`src/rtl/pio_mem_rd_arb_if.sv`:
```
// Bus bundle between the PIO-memory read arbiter and its neighbours.
//   requester side : req, raddr (packed per requester), gnt, rsp_valid, rsp_data
//   PIO side       : pio_rd (PIO read strobe seen by the memory), mem_ack
//   memory side    : app_mem_rd, app_mem_raddr, app_mem_ack, app_mem_rdata
// slave  = the arbiter's view, master = the surrounding logic's view.
interface pio_mem_rd_arb_if #(
  parameter int NREQ        = 4,
  parameter int WIDTH       = 20,
  parameter int DEPTH_NBITS = 10
);
  logic [NREQ-1:0]             req;
  logic [NREQ*DEPTH_NBITS-1:0] raddr;
  logic [NREQ-1:0]             gnt;
  logic [NREQ-1:0]             rsp_valid;
  logic [WIDTH-1:0]            rsp_data;
  logic                        pio_rd;
  logic                        mem_ack;
  logic                        app_mem_rd;
  logic [DEPTH_NBITS-1:0]      app_mem_raddr;
  logic                        app_mem_ack;
  logic [WIDTH-1:0]            app_mem_rdata;

  modport slave (
    input  req, raddr, pio_rd, mem_ack, app_mem_ack, app_mem_rdata,
    output gnt, rsp_valid, rsp_data, app_mem_rd, app_mem_raddr
  );

  modport master (
    output req, raddr, pio_rd, mem_ack, app_mem_ack, app_mem_rdata,
    input  gnt, rsp_valid, rsp_data, app_mem_rd, app_mem_raddr
  );
endinterface

```
`src/rtl/pio_mem_rd_arb.sv`:
```
// Round-robin arbiter sharing the app read port of a PIO-accessible memory
// between NREQ requesters. One read issued per cycle, tagged with the
// requester ID in a small in-order FIFO so returned data is steered back.
// The memory always favours the app port, so app bursts are capped at
// MAX_BURST while a PIO read is pending; the arbiter then goes quiet until
// the PIO read is acked.
// Ports:
//   clk, rst_n : clock, asynchronous active-low reset
//   bus        : pio_mem_rd_arb_if.slave (requester, PIO and memory signals)

// Per-requester output lane: registered grant and response-valid bits.
module pio_mem_rd_arb_lane #(
  parameter int IDW  = 2,
  parameter int LANE = 0
) (
  input  logic           clk,
  input  logic           rst_n,
  input  logic           issue,
  input  logic [IDW-1:0] win,
  input  logic           pop,
  input  logic [IDW-1:0] pop_id,
  output logic           gnt,
  output logic           rsp_valid
);
  always_ff @(posedge clk or negedge rst_n) begin
    if (!rst_n) begin
      gnt       <= 1'b0;
      rsp_valid <= 1'b0;
    end else begin
      gnt       <= issue && (win == IDW'(LANE));
      rsp_valid <= pop && (pop_id == IDW'(LANE));
    end
  end
endmodule

module pio_mem_rd_arb #(
  parameter int NREQ        = 4,
  parameter int WIDTH       = 20,
  parameter int DEPTH_NBITS = 10,
  parameter int MAX_BURST   = 8,
  parameter int OUTST       = 4
) (
  input  logic             clk,
  input  logic             rst_n,
  pio_mem_rd_arb_if.slave  bus
);
  localparam int IDW = $clog2(NREQ);
  localparam int PW  = (OUTST > 1) ? $clog2(OUTST) : 1;
  localparam int CW  = $clog2(OUTST + 1);

  typedef enum logic {RUN, YIELD} state_t;

  state_t                 state, state_nxt;
  logic                   yield_go;
  logic [IDW-1:0]         ptr;
  logic [NREQ-1:0]        elig;
  logic [IDW-1:0]         win;
  logic [IDW:0]           cand;
  logic                   found;
  logic                   issue;
  logic [DEPTH_NBITS-1:0] win_addr;
  logic [7:0]             burst_cnt;
  logic                   pio_pend;

  logic [IDW-1:0]         id_mem [OUTST];
  logic [PW-1:0]          wr_ptr, rd_ptr;
  logic [CW-1:0]          cnt;
  logic                   full, empty, pop;
  logic [IDW-1:0]         pop_id;

  logic [NREQ-1:0]        gnt_q, rsp_q;
  logic                   rd_q;
  logic [DEPTH_NBITS-1:0] raddr_q;
  logic [WIDTH-1:0]       rdata_q;

  // A requester sees gnt one cycle after issue and still holds req that
  // cycle; masking it avoids issuing its already-served request twice.
  assign elig = bus.req & ~gnt_q;

  // First eligible requester at or after ptr, wrapping modulo NREQ.
  always_comb begin
    win   = '0;
    found = 1'b0;
    cand  = '0;
    for (int k = 0; k < NREQ; k++) begin
      cand = {1'b0, ptr} + (IDW+1)'(k);
      if (cand >= (IDW+1)'(NREQ)) cand = cand - (IDW+1)'(NREQ);
      if (!found && elig[cand[IDW-1:0]]) begin
        found = 1'b1;
        win   = cand[IDW-1:0];
      end
    end
  end

  assign win_addr = bus.raddr[int'(win)*DEPTH_NBITS +: DEPTH_NBITS];

  // FSM: RUN arbitrates; YIELD keeps the app port idle so the memory can
  // serve the pending PIO read.
  always_ff @(posedge clk or negedge rst_n) begin
    if (!rst_n) state <= RUN;
    else        state <= state_nxt;
  end

  always_comb begin
    state_nxt = state;
    yield_go  = 1'b0;
    case (state)
      RUN: begin
        if (pio_pend && (burst_cnt >= 8'(MAX_BURST))) begin
          state_nxt = YIELD;
          yield_go  = 1'b1;
        end
      end
      YIELD: begin
        if (bus.mem_ack) state_nxt = RUN;
      end
      default: state_nxt = RUN;
    endcase
  end

  assign issue = (state == RUN) && !yield_go && found && !full;

  // Round-robin pointer, burst counter and PIO-pending flag.
  always_ff @(posedge clk or negedge rst_n) begin
    if (!rst_n) begin
      ptr       <= '0;
      burst_cnt <= '0;
      pio_pend  <= 1'b0;
    end else begin
      if (issue) ptr <= (win == IDW'(NREQ-1)) ? '0 : win + 1'b1;
      // Any idle cycle (including all of YIELD) restarts the burst.
      if (issue) burst_cnt <= (burst_cnt == 8'hFF) ? 8'hFF : burst_cnt + 8'd1;
      else       burst_cnt <= '0;
      // A new PIO read in the same cycle as an ack for the previous one
      // must stay pending.
      if (bus.pio_rd)       pio_pend <= 1'b1;
      else if (bus.mem_ack) pio_pend <= 1'b0;
    end
  end

  // Outstanding-ID FIFO. Issue is blocked when full, so no overflow guard.
  assign full   = (cnt == CW'(OUTST));
  assign empty  = (cnt == '0);
  assign pop    = bus.app_mem_ack && !empty;  // stray acks are dropped
  assign pop_id = id_mem[rd_ptr];

  always_ff @(posedge clk) begin
    if (issue) id_mem[wr_ptr] <= win;
  end

  always_ff @(posedge clk or negedge rst_n) begin
    if (!rst_n) begin
      wr_ptr <= '0;
      rd_ptr <= '0;
      cnt    <= '0;
    end else begin
      if (issue) wr_ptr <= (wr_ptr == PW'(OUTST-1)) ? '0 : wr_ptr + 1'b1;
      if (pop)   rd_ptr <= (rd_ptr == PW'(OUTST-1)) ? '0 : rd_ptr + 1'b1;
      case ({issue, pop})
        2'b10:   cnt <= cnt + 1'b1;
        2'b01:   cnt <= cnt - 1'b1;
        default: cnt <= cnt;
      endcase
    end
  end

  // Memory-side strobe/address and broadcast response data.
  always_ff @(posedge clk or negedge rst_n) begin
    if (!rst_n) begin
      rd_q    <= 1'b0;
      raddr_q <= '0;
      rdata_q <= '0;
    end else begin
      rd_q <= issue;
      if (issue) raddr_q <= win_addr;
      if (pop)   rdata_q <= bus.app_mem_rdata;
    end
  end

  for (genvar i = 0; i < NREQ; i++) begin : g_lane
    pio_mem_rd_arb_lane #(.IDW(IDW), .LANE(i)) u_lane (
      .clk       (clk),
      .rst_n     (rst_n),
      .issue     (issue),
      .win       (win),
      .pop       (pop),
      .pop_id    (pop_id),
      .gnt       (gnt_q[i]),
      .rsp_valid (rsp_q[i])
    );
  end

  assign bus.gnt           = gnt_q;
  assign bus.rsp_valid     = rsp_q;
  assign bus.rsp_data      = rdata_q;
  assign bus.app_mem_rd    = rd_q;
  assign bus.app_mem_raddr = raddr_q;
endmodule

```
`src/flat_wrapper.sv`:
```
// flat-port wrapper written by rule: the top's interface ports become plain ports
module pio_mem_rd_arb_flat 
#(
  parameter int NREQ        = 4,
  parameter int WIDTH       = 20,
  parameter int DEPTH_NBITS = 10,
  parameter int MAX_BURST   = 8,
  parameter int OUTST       = 4
)
  (clk, rst_n, bus_req, bus_raddr, bus_pio_rd, bus_mem_ack, bus_app_mem_ack, bus_app_mem_rdata, bus_gnt, bus_rsp_valid, bus_rsp_data, bus_app_mem_rd, bus_app_mem_raddr);
  pio_mem_rd_arb_if #(.NREQ(NREQ), .WIDTH(WIDTH), .DEPTH_NBITS(DEPTH_NBITS)) bus_i ();
  input  logic clk;
  input  logic rst_n;
  input wire logic [$bits(bus_i.req)-1:0] bus_req;
  input wire logic [$bits(bus_i.raddr)-1:0] bus_raddr;
  input wire logic [$bits(bus_i.pio_rd)-1:0] bus_pio_rd;
  input wire logic [$bits(bus_i.mem_ack)-1:0] bus_mem_ack;
  input wire logic [$bits(bus_i.app_mem_ack)-1:0] bus_app_mem_ack;
  input wire logic [$bits(bus_i.app_mem_rdata)-1:0] bus_app_mem_rdata;
  output wire logic [$bits(bus_i.gnt)-1:0] bus_gnt;
  output wire logic [$bits(bus_i.rsp_valid)-1:0] bus_rsp_valid;
  output wire logic [$bits(bus_i.rsp_data)-1:0] bus_rsp_data;
  output wire logic [$bits(bus_i.app_mem_rd)-1:0] bus_app_mem_rd;
  output wire logic [$bits(bus_i.app_mem_raddr)-1:0] bus_app_mem_raddr;
  assign bus_i.req = bus_req;
  assign bus_i.raddr = bus_raddr;
  assign bus_i.pio_rd = bus_pio_rd;
  assign bus_i.mem_ack = bus_mem_ack;
  assign bus_i.app_mem_ack = bus_app_mem_ack;
  assign bus_i.app_mem_rdata = bus_app_mem_rdata;
  assign bus_gnt = bus_i.gnt;
  assign bus_rsp_valid = bus_i.rsp_valid;
  assign bus_rsp_data = bus_i.rsp_data;
  assign bus_app_mem_rd = bus_i.app_mem_rd;
  assign bus_app_mem_raddr = bus_i.app_mem_raddr;
  pio_mem_rd_arb #(.NREQ(NREQ), .WIDTH(WIDTH), .DEPTH_NBITS(DEPTH_NBITS), .MAX_BURST(MAX_BURST), .OUTST(OUTST)) u_core (.clk(clk), .rst_n(rst_n), .bus(bus_i));
endmodule
```
`config.mk`:
```
export PLATFORM = sky130hd
export DESIGN_NAME = pio_mem_rd_arb_flat
export DESIGN_NICKNAME = d
export VERILOG_FILES = /design/src/rtl/pio_mem_rd_arb_if.sv /design/src/rtl/pio_mem_rd_arb.sv /design/src/flat_wrapper.sv
export SDC_FILE = /design/constraint.sdc
export NUM_CORES = 1
export LEC_CHECK = 0
export BUFFER_PORTS_ARGS = -buffer_cell sky130_fd_sc_hd__buf_2
export CORE_MARGIN = 2
export CORE_UTILIZATION = 45
export DETAILED_ROUTE_END_ITERATION = 8
export PLACE_DENSITY = 0.73
export SYNTH_ARGS = -nofsm -noshare
export SYNTH_HDL_FRONTEND = slang
export SYNTH_SLANG_ARGS = --single-unit
```
`constraint.sdc`:
```
create_clock -name clk -period 4.5 [get_ports clk]
set_input_delay 1.35 -clock clk [delete_from_list [all_inputs] [get_ports clk]]
set_output_delay 1.35 -clock clk [all_outputs]
set_load 0.005 [all_outputs]
```
==> results of run 1 <==
==> through the flow <==
stage               cells  hold slack (ns)  total power, mW  instance area (sq um)  setup WS (ns)
finish                521            0.469             2.71                   3980           1.36
global route          521            0.494             2.95                   3980           1.16
CTS                   521            0.477             2.74                   3980           1.38
detailed placement    505            0.461             2.30                   3810           1.02
global placement      505            0.451             2.25                   3810           1.20
floorplan             322            0.451             1.95                   3240           1.32
==> area by class of cell <==
cell class / count / area share, %
repair buffers: 111 / 14.2
well taps: 96 / 3.02
clock buffers: 11 / 3.55
multi-input cells: 216 / 34.4
flip-flops and latches: 66 / 42.5
clock inverters: 5 / 0.755
inverters: 16 / 1.51
==> worst max-delay path, stage by stage <==
cell and delay [ns]:
buf_2 0.07, nor2b_1 0.32, a221o_1 0.43, a21o_1 0.44, inv_2 0.29, mux2i_1 0.18
a211oi_1 0.27
==> logic make-up (layout without fill, tap and decap cells) <==
logic type / Yosys count / after routing / share of synthesized area (%)
buf+inv: 40 / 143 / 6.07
mux: 13 / 13 / 4.79
flops: 66 / 66 / 52.3
fa+ha+maj: 13 / 13 / 5.26
xor+xnor: 6 / 6 / 1.62
simple gates: 117 / 117 / 16.0
compound gates: 67 / 67 / 14.0
==> layer usage <==
layer | part of all wire, % | track usage, % | vias up
li1 | - | - | 1299
met4 | 0.87 | 7.02 | 0
met1 | 48 | 24.2 | 1198
met3 | 5.2 | 3.08 | 6
met2 | 46 | 29.2 | 85
met5 | 0 | 0 | -
==> sequential cells by signal, indices dropped and copies added, names as in the netlist, 2 cells and up <==
signal / cells
u_core.burst_cnt: 8
u_core.bus.app_mem_raddr: 10
u_core.bus.rsp_data: 20
u_core.cnt: 3
u_core.g_lane.u_lane.gnt: 4
u_core.g_lane.u_lane.rsp_valid: 4
u_core.id_mem: 8
u_core.ptr: 2
u_core.rd_ptr: 2
u_core.wr_ptr: 2
==> worst max-delay path by stage <==
| stage | start | to | slack [ns] | cells past startpoint |
|---|---|---|---|---|
| after CTS | bus_req[2] | u_core.bus.app_mem_raddr[4]$_DFFE_PN0P_ | 1.38 | 7 |
| final | bus_req[2] | u_core.bus.app_mem_raddr[4]$_DFFE_PN0P_ | 1.36 | 7 |
| after global placement | bus_req[0] | u_core.g_lane[3].u_lane.gnt$_DFF_PN0_ | 1.20 | 7 |
| after global routing | bus_req[0] | u_core.bus.app_mem_raddr[4]$_DFFE_PN0P_ | 1.16 | 7 |
| after detailed placement | bus_req[2] | u_core.bus.app_mem_raddr[4]$_DFFE_PN0P_ | 1.02 | 7 |
| after floorplan | bus_req[0] | u_core.cnt[2]$_DFFE_PN0P_ | 1.32 | 9 |
==> cell usage after synthesis (2+ instances only) <==
cell type / n / area (sq um)
a31oi_1: 3 / 18.8
clkbuf_1: 10 / 37.5
buf_4: 9 / 67.6
nand2_1: 70 / 263
nand3_1: 3 / 15.0
ha_1: 12 / 150
nand2b_1: 2 / 12.5
edfxtp_1: 8 / 240
buf_2: 3 / 15.0
nor2_1: 16 / 60.1
a211oi_1: 11 / 82.6
o21ai_0: 15 / 75.1
a21oi_1: 17 / 85.1
xor2_1: 3 / 26.3
a2111oi_0: 9 / 78.8
nor3_1: 4 / 20.0
and2_1: 9 / 56.3
a21o_1: 4 / 30.0
mux4_2: 2 / 45.0
inv_1: 14 / 52.6
dfrtp_1: 58 / 1450
xnor2_1: 3 / 26.3
nor2b_1: 4 / 25.0
mux2i_1: 11 / 110
inv_2: 2 / 7.51
a221o_1: 2 / 20.0
==> power groups by stage <==
stage          Combinational [mW]  Clock [mW]  Sequential [mW]
5_1_grt                      1.41       0.468             1.07
6_report                     1.24       0.429             1.04
3_5_place_dp                 1.25           0             1.05
3_3_place_gp                 1.21           0             1.04
4_1_cts                      1.26       0.444             1.04
2_1_floorplan               0.923           0             1.03
==> summary.txt, run 1 <==
Floorplan
  • Starting Density: a little under half
  • Die X: around 89 microns
  • Cell Rows: 30
  • Number of I/O pins: ~110
  • Core region area: ~0.007 sq mm
  • Die Y: a little under 90 microns
  • Total die area: roughly 0.0079 sq mm

Final layout
  • Area of the multi-input gates: between 0.001 and 0.0015 sq mm
  • Most frequent cells in the layout: buf_2 (107), nand2_1 (70), dfrtp_1 (58)
  • Area grow syn2layout: 22.9%
  • NumNets Final: around 500
  • Commonest non-fill, non-tap cell in the layout: buf_2
  • Final Util: between 50% and 60%
  • Ant. Diodes: 0
  • FILL cells: between 600 and 700
  • Register area: 0.00169 sq mm
  • Share of cells above drive strength 1: around a third

Timing
  • # setup viols final: 0
  • Final max-slew violation count: 0
  • Max Freq: 319 MHz
  • Minimum clock period: between 3 and 4 ns
  • Setup_tns: 0 ns
  • Fin crit share: a little over two thirds
  • Worst Tran Pin Value: 1.02 ns
  • Worst rel slew slack: a little under a third
  • RSZ-0062 raised after global routing: false
  • Worst Skew: between 0.006 and 0.007 ns
  • Final-report hold violation count: 0

Synthesis
  • Mapped Nets: between 400 and 500
  • Post-Syn Area: 0.00324 sq mm
  • Seq cells post-synth: between 60 and 70
  • Synth async-reset ratio: slightly below 90%
  • Post-synthesis sequential area ratio: about 52%
  • Yosys cell types: 44
  • Yosys warnings: 0
  • Synth Instances: 322
  • Most common flop cell mapped by yosys: dfrtp_1
  • EDFF count, synth: 8
  • Avg Cell Area, Syn: 10.1 sq um

Drt
  • Drt first pass iters: 4
  • Post-route ant nets: 0
  • Vias/cell: roughly 5.0
  • WL per Instance: around 13 microns
  • Iter 0 DRT Violations: 66
  • Drt total wl: roughly 7 mm
  • Routed vias: roughly 2600
  • # DRC: 0

Power and ir drop
  • P per Cell Area: 681 mW/mm^2
  • Net switching power: 1.09 mW
  • Combinational Power Share: a little under half
  • Leak pwr: between 1.5 and 2 nW
  • Cell Int Power: 1.62 mW
  • Switching Share: 40.4%
  • Clock power share: 15.8%
  • Sequential share of power: about two fifths
  • Worst vdd ir: roughly 0.35 mV

Place
  • Detailed placement HPWL: 4.91 mm
  • I/O Buffers: around 110
  • Global placement routability congestion: 0.819

Worst setup path
  • Worst R2R Path Depth: 7
  • Critical Path End Type: register
  • Type of origin of the critical path: input pin
  • Critical path fanouts, max: 16
  • R2R setup slack: roughly 1.9 ns
  • Setup Crit Path Kind: in -> reg
  • RR Endpoint: u_core.bus.app_mem_raddr[4]$_DFFE_PN0P_
  • Worst EP required: ~4.7 ns
  • Arr. time, crit path: roughly 3.4 ns
  • Worst r2r src: u_core.burst_cnt[7]$_DFF_PN0_

Worst hold path
  • Hold Crit Start: u_core.bus.rsp_data[3]$_DFFE_PN0P_
  • Hold Crit Class: reg -> reg
  • WHS Endpoint: u_core.bus.rsp_data[3]$_DFFE_PN0P_
  • WHS Path Cells: 2

Clocking
  • CTS H-tree depth: 3
  • Skew-Pair Late Insertion Delay: ~0.33 ns
  • CTS Root Buffer Type: clkbuf_8
  • Clk slew on worst S/H paths: roughly 0.070 ns
  • Post-CTS Resized: 0
  • Hold-fix buffers, CTS: 0
  • Num CTS Buffers: 9
  • Clk sinks: between 60 and 70
  • Post-CTS setup buffer count: 0
  • Clock Tree Buf Depth: 2
  • CTS tree: built

Global routing
  • Initial antenna violation count: 0
  • First-pass GRT wire length: ~11 mm
  • Vias in the first global route: around 2400
  • Largest net degree at the start of global routing: 47
  • Total grt overflow: 0
  • GRT Resource Usage Total: 18.0%

Flow run
  • MaxCap Viol Count: 0

Run status
  • Status: complete, no violations
Note: power is estimated with default switching activity, not from simulation.
==> inputs of run 2 (changes only) <==
- ABC_AREA: not set -> 1
- PLACE_DENSITY: 0.73 -> 0.71
- clock period: 4.5 -> 2.94 ns (I/O delays scaled with it)
==> run 2 against run 1 <==
  * Routed wire length up 9.6%
  * Clock power rose by 100%
  * First-iteration DRC count grew to 2.9 times the previous value
  * Sequential cell count stayed put
  * Largest power group unchanged
  * Critical endpoint is now u_core.cnt[2]$_DFFE_PN0P_
  * Largest cell class unchanged
  * Non-clock buffer count increased by 4
  * Highest routed layer unchanged
  * Combinational power rose by 130%
  * Final area grew 10%
  * Core utilization shrank 1.1 points
==> summary.txt, run 2 <==
Final layout
  • Share of cells above drive strength 1: 25.1% (-6.9 points)
  • Area grow syn2layout: 22.1%
  • Ant. Diodes: 0 (unchanged)
  • NumNets Final: 651 (+30%)
  • Commonest non-fill, non-tap cell in the layout: nand2_1
  • Most frequent cells in the layout: nand2_1 (161), buf_2 (107), inv_1 (72)
  • Post-Layout Cell Count: 676 (+30%)
  • Max reg flops: 20 (unchanged)

Worst setup path
  • Crit-path cells: inv_4 -> nand2_1 -> nand2_1 -> nand2_1 -> nand2_2 -> nor2_4 -> nand3_1 -> nand2_2 -> ha_1 -> inv_1 -> fa_1 -> a21oi_1 -> o21ai_0 -> xnor2_1
  • Top delay family on crit path: simple AND/OR/NAND/NOR gates
  • Critical Path End Type: register
  • Crit path buf inv count: 2 (unchanged)
  • Critical path fanouts, max: 9 (-7)
  • Arr. time, crit path: 2.61 ns (-0.76 ns)
  • Most frequent cell on the critical path: nand2_1
  • Type of origin of the critical path: register
  • Worst EP required: 3.15 ns (-1.58 ns)
  • Setup Crit Path Kind: reg -> reg
  • Slowest stage delay, CP: 0.56 ns (+0.12 ns)
  • Slowest cell on crit path: dfrtp_1

Synthesis
  • Largest area contributor in the netlist: dfrtp_1
  • Post-Syn Area: 0.00360 sq mm (+11%)
  • Synth Instances: 468 (+45%)
  • Yosys warnings: 0 (unchanged)
  • EDFF count, synth: 8 (unchanged)
  • Post-synthesis sequential area ratio: 47.0% (-5.2 points)
  • Mapped Nets: 550 (+36%)
  • Avg Cell Area, Syn: 7.68 sq um (-24%)
  • Post-synth top area share: 40.4% (-4.5 points)
  • Synth cell count leaders: nand2_1 (161), inv_1 (72), nand3_1 (63), dfrtp_1 (58), nor2_1 (19)
  • Most common flop cell mapped by yosys: dfrtp_1
  • Yosys cell types: 32 (-27%)
  • Area contributors post-synth: dfrtp_1 (40%), nand2_1 (17%), nand3_1 (8.8%)
  • Synth async-reset ratio: 87.9% (unchanged)
  • Seq cells post-synth: 66 (unchanged)
  • Top-count cell post-synth: nand2_1

Drt
  • Drt first pass iters: 4 (unchanged)
  • Metal2 WL: 3.50 mm (+9.9%)
  • Met3 wire len: 518 microns (+44%)
  • # DRC: 0 (unchanged)
  • Highest routed layer: met4
  • Vias/cell: 4.71 (-5.1%)
  • Post-route ant nets: 0 (unchanged)
  • Routed vias: 3187 (+23%)
  • WL per Instance: 11.1 microns (-16%)
  • Drt total wl: 7.53 mm (+9.6%)
  • Metal-1 WL: 3.45 mm (+5.5%)
  • Iter 0 DRT Violations: 189 (+190%)

Global routing
  • GRT Resource Usage Total: 18.3% (+0.28 points)
  • Vias in the first global route: 2997 (+24%)
  • Initial antenna violation count: 0 (unchanged)
  • First-pass GRT wire length: 12.8 mm (+16%)
  • Largest net degree at the start of global routing: 59 (+26%)
  • Total grt overflow: 0 (unchanged)

Timing
  • Fin crit share: between 80% and 90%
  • Final max-slew violation count: 0 (unchanged)
  • Setup_tns: 0 ns (unchanged)
  • # setup viols final: 0 (unchanged)
  • RSZ-0062 raised after global routing: false
  • Worst Tran Pin Value: 0.711 ns (-0.312 ns)
  • Minimum clock period: approximately 2.4 ns
  • Worst Skew: 0.00738 ns (+0.00111 ns)
  • Max Freq: 417 MHz
  • Final-report hold violation count: 0 (unchanged)
  • Worst hold slack: 0.469 ns (+0.000170 ns)
  • Worst rel slew slack: 52.6% (+21 points)

Clocking
  • Num CTS Buffers: 9 (unchanged)
  • Clk sinks: 66 (unchanged)
  • Hold-fix buffers, CTS: 0 (unchanged)
  • Clock Tree Buf Depth: 2 (unchanged)
  • Post-CTS setup buffer count: 0 (unchanged)
  • CTS Root Buffer Type: clkbuf_8
  • Clk slew on worst S/H paths: 0.07 ns (about the same)
  • CTS H-tree depth: 3 (unchanged)
  • CTS tree: built
  • Skew-Pair Late Insertion Delay: 0.33 ns (about the same)
  • Post-CTS Resized: 0 (unchanged)

Power and ir drop
  • P per Cell Area: 1210 mW/mm^2 (+78%)
  • PnR Total Power: 5.33 mW (+97%)
  • Worst vdd ir: 0.479 mV (+39%)
  • Leak pwr: 2.53 nW (+27%)

Worst hold path
  • Hold Crit Class: reg -> reg

Flow run
  • MaxCap Viol Count: 0 (unchanged)

Floorplan
  • Die X: 93.4 microns (+5.2%)
  • Starting Density: 46.5% (-0.59 points)
  • Number of I/O pins: 108 (unchanged)
  • Die Y: 93.4 microns (+5.2%)
  • Total die area: 0.00872 sq mm (+11%)
  • Core region area: 0.00773 sq mm (+12%)
  • Cell Rows: 32 (+6.7%)

Place
  • Global placement routability congestion: 0.879 (+7.4%)
  • Cell Count Post-Placement: 660 (+31%)
  • Detailed placement HPWL: 5.50 mm (+12%)
  • I/O Buffers: 107 (unchanged)

Run status
  • Status: complete, no violations
run 2: final cells by class:
| type | instances | area, sq um |
|---|---|---|
| multi-input cells | 301 | 1450 |
| well taps | 102 | 128 |
| fillers | 736 | 3340 |
| repair buffers | 115 | 596 |
| inverters | 76 | 288 |
| clock buffers | 12 | 165 |
| flip-flops and latches | 66 | 1690 |
| clock inverters | 4 | 72.6 |
run 2: per-stage QoR:
step / instance area (sq um) / setup slack, ns / util, %
final: 4390 / 0.545 / 56.8
after CTS: 4390 / 0.544 / 56.8
after detailed placement: 4150 / 0.203 / 53.7
after floorplan: 3600 / 0.169 / -
after global routing: 4390 / 0.288 / 56.8
after global placement: 4150 / 0.262 / 53.7
run 2: logic make-up (layout without fill, tap and decap cells):
| logic type | count (synthesis) | count (layout) | synth area share [%] |
|---|---|---|---|
| simple gates | 258 | 258 | 30.4 |
| buf+inv | 101 | 207 | 12.8 |
| flops | 66 | 66 | 47.0 |
| compound gates | 27 | 27 | 4.35 |
| fa+ha+maj | 13 | 13 | 4.73 |
| xor+xnor | 3 | 3 | 0.731 |
run 2: per-layer routing:
layer	vias to the layer above	GRT usage, %
met5	-	0
met4	0	6.86
met3	6	4.19
met1	1430	24.1
li1	1633	-
met2	118	29.6
run 2: worst reg2reg max path, cell delays in order, from the launching register on:
cell and delay [ns]:
dfrtp_1 0.56, inv_4 0.09, nand2_1 0.07, nand2_1 0.10
nand2_1 0.10, nand2_2 0.09, nor2_4 0.11, nand3_1 0.09
nand2_2 0.09, ha_1 0.14, inv_1 0.06, fa_1 0.38
a21oi_1 0.14, o21ai_0 0.11, xnor2_1 0.14
run 2: worst paths after layout:
check	slack [ns]	to	depth (start not counted)	start
worst min-delay path	0.47	u_core.state$_DFF_PN0_	1	u_core.state$_DFF_PN0_
worst max register to register	0.54	u_core.cnt[2]$_DFFE_PN0P_	14	u_core.ptr[0]$_DFFE_PN0P_
worst min register to register	0.47	u_core.state$_DFF_PN0_	1	u_core.state$_DFF_PN0_
worst max-delay path	0.54	u_core.cnt[2]$_DFFE_PN0P_	14	u_core.ptr[0]$_DFFE_PN0P_
max in group asynchronous	1.78	u_core.burst_cnt[2]$_DFF_PN0_	2	rst_n
min in group asynchronous	0.69	u_core.cnt[0]$_DFFE_PN0P_	2	rst_n
run 2: power breakdown:
group	internal, mW	switching [mW]	total [mW]
registers	1.38	0.230	1.61
logic	1.04	1.81	2.85
clock network	0.546	0.329	0.875
total	2.96	2.37	5.33
==> inputs of run 3 (changes only) <==
- PLACE_DENSITY: 0.71 -> 0.74
- clock period: 2.94 -> 2.2 ns (I/O delays scaled with it)
==> run 3 against run 2 <==
  * Clock power increased by 12%
  * Hold slack got worse by 0.18 ns
  * Register-to-register slack got worse by 0.47 ns
  * Routed wire length rose by 7.7%
  * Fmax increased by 13%
  * Clock-buffer cell count is 2 lower
  * Critical path depth unchanged
  * Sequential power is 34% higher
  * Die area unchanged
  * First-iteration DRC count decreased by 42%
  * Setup slack got worse by 0.47 ns
  * Highest routed layer unchanged
==> summary.txt, run 3 (same netlist as run 2, synthesis figures left out) <==
Final layout
  • Cell area after layout: 0.00467 sq mm (+6.4%)
  • Post-Layout Cell Count: 694 (+2.7%)
  • Max reg flops: 20 (unchanged)
  • Most frequent cells in the layout: nand2_1 (152), buf_2 (107), inv_1 (71)
  • Commonest non-fill, non-tap cell in the layout: nand2_1
  • Ant. Diodes: 0 (unchanged)
  • Share of cells above drive strength 1: 31.4% (+6.3 points)
  • NumNets Final: 669 (+2.8%)
  • Area grow syn2layout: 29.9%

Power and ir drop
  • Cell Int Power: 4.24 mW (+43%)
  • Leak pwr: 2.65 nW (+4.8%)
  • Sequential share of power: 27.9% (-2.3 points)
  • Combinational Power Share: 59.5% (+6.1 points)
  • P per Cell Area: 1660 mW/mm^2 (+37%)
  • Clock power share: 12.6% (-3.8 points)
  • Worst vdd ir: 0.870 mV (+82%)
  • Switching Share: 45.3% (+0.88 points)
  • Net switching power: 3.51 mW (+48%)

Place
  • I/O Buffers: 107 (unchanged)
  • Global placement routability congestion: 0.883 (+0.49%)
  • Cell Count Post-Placement: 674 (+2.1%)
  • Post-placement setup slack: -0.206 ns (-0.408 ns)
  • Detailed placement HPWL: 6.04 mm (+9.8%)
  • Area after DPL: 0.00435 sq mm (+4.8%)

Timing
  • Max Freq: 471 MHz (+13%)
  • Worst rel slew slack: 65.1% (+12 points)
  • Worst Tran Pin Value: 0.524 ns (-0.187 ns)
  • Final-report hold violation count: 0 (unchanged)
  • Fin crit share: 96.5% (+15 points)
  • Fin worst setup slack: 0.0780 ns (-0.467 ns)
  • Minimum clock period: 2.12 ns (-0.273 ns)
  • RSZ-0062 raised after global routing: true
  • # setup viols final: 0 (unchanged)
  • Worst hold slack: 0.286 ns (-0.183 ns)
  • Setup_tns: 0 ns (unchanged)
  • Worst Skew: 0.00747 ns (+0.0000906 ns)
  • Final max-slew violation count: 0 (unchanged)

Clocking
  • Hold-fix buffers, CTS: 0 (unchanged)
  • Num CTS Buffers: 9 (unchanged)
  • Skew-Pair Late Insertion Delay: 0.35 ns (+0.02 ns)
  • CTS Root Buffer Type: clkbuf_8
  • CTS H-tree depth: 3 (unchanged)
  • CTS tree: built
  • Clock Tree Buf Depth: 2 (unchanged)
  • Clk sinks: 66 (unchanged)
  • Clk slew on worst S/H paths: 0.07 ns (about the same)

Drt
  • Drt first pass iters: 4 (unchanged)
  • # DRC: 0 (unchanged)
  • WL per Instance: 11.7 microns (+4.9%)
  • Vias/cell: 4.73 (+0.25%)
  • Drt total wl: 8.11 mm (+7.7%)
  • Post-route ant nets: 0 (unchanged)
  • Iter 0 DRT Violations: 110 (-42%)
  • Routed vias: 3280 (+2.9%)

Worst setup path
  • Type of origin of the critical path: register
  • RR Endpoint: u_core.cnt[2]$_DFFE_PN0P_
  • Worst R2R Path Depth: 14 (unchanged)
  • Worst setup path startpoint: u_core.ptr[0]$_DFFE_PN0P_
  • Critical path fanouts, max: 5 (-4)
  • Critical Path End Type: register
  • Worst r2r src: u_core.ptr[0]$_DFFE_PN0P_
  • Arr. time, crit path: 2.35 ns (-0.26 ns)
  • R2R setup slack: 0.08 ns (-0.47 ns)
  • Setup Crit Path Kind: reg -> reg
  • Worst EP required: 2.43 ns (-0.72 ns)

Floorplan
  • Cell Rows: 32 (unchanged)
  • Core region area: 0.00773 sq mm (unchanged)
  • Die Y: 93.4 microns (unchanged)
  • Die X: 93.4 microns (unchanged)
  • Number of I/O pins: 108 (unchanged)
  • Total die area: 0.00872 sq mm (unchanged)
  • Starting Density: 46.5% (unchanged)

Global routing
  • First-pass GRT wire length: 13.6 mm (+6.2%)
  • Total grt overflow: 0 (unchanged)
  • Vias in the first global route: 3195 (+6.6%)
  • Largest net degree at the start of global routing: 38 (-36%)
  • GRT Resource Usage Total: 19.7% (+1.4 points)
  • Initial antenna violation count: 0 (unchanged)

Flow run
  • MaxCap Viol Count: 0 (unchanged)

Run status
  • Status: complete, no violations

Worst hold path
  • Hold Crit Class: in -> async
==> run 3: cell count changes in the layout (fill, tap and decap cells not counted), moves of 3 or more <==
cell	previous run	this run
nand3_2	0	6
nand2_4	1	4
buf_4	8	20
clkinv_4	0	4
nand2_1	161	152
nand2_2	5	10
nand3_1	63	55
clkbuf_8	12	9
buf_12	0	3
buf_6	0	3
==> run 3: power by group through the flow <==
stage	registers (mW)	clock network, mW	logic, mW
after floorplan	2.11	0	3.17
after global placement	2.15	0	4.23
after detailed placement	2.16	0	4.37
after CTS	2.15	1.00	4.42
after global routing	2.22	1.06	5.24
final	2.16	0.978	4.61
==> run 3: through the flow <==
stage / utilization (%) / total power [mW]
floorplan: - / 5.28
global placement: 56.3 / 6.38
global route: 60.5 / 8.52
CTS: 59.2 / 7.57
finish: 60.5 / 7.75
detailed placement: 56.3 / 6.53
==> run 3: worst max-delay path by stage <==
stage / to / depth (start not counted)
finish: u_core.cnt[2]$_DFFE_PN0P_ / 14
detailed placement: u_core.cnt[2]$_DFFE_PN0P_ / 12
global route: u_core.cnt[1]$_DFFE_PN0P_ / 10
CTS: u_core.cnt[2]$_DFFE_PN0P_ / 12
global placement: u_core.cnt[2]$_DFFE_PN0P_ / 12
floorplan: u_core.cnt[2]$_DFFE_PN0P_ / 14
==> run 3: layer usage <==
metal | wire length (microns) | GRT usage, % | up-vias
li1 | - | - | 1674
met1 | 3580 | 24.4 | 1491
met2 | 3880 | 33.2 | 104
met3 | 510 | 5.16 | 11
met4 | 134 | 7.11 | 0
met5 | 0 | 0 | -
==> run 3: timing repair <==
item,CTS,global route
gates resized for setup,1,24
setup endpoints to repair,1,11
buffers inserted,3,1
pin swaps,1,13
==> run 3: critical path, cell delays in order (launching register included) <==
cell and delay [ns]:
dfrtp_2 0.47, buf_6 0.14, nand3_2 0.08, nand2_2 0.06, nand2_2 0.08, nand2_4 0.06, nor2_4 0.11, nand3_2 0.09
nand2_4 0.08, ha_4 0.14, inv_4 0.03, fa_2 0.34, a21oi_2 0.13, o21ai_1 0.08, xnor2_1 0.12
==> run 3: cell type report <==
type                            instances  area, sq um
Fill cell                             661         3060
Tap cell                              102          128
Timing Repair Buffer                  133          779
Clock buffer                           10          149
Sequential cell                        66         1690
Clock inverter                          6         48.8
Multi-Input combinational cell        301         1580
Inverter                               76          293
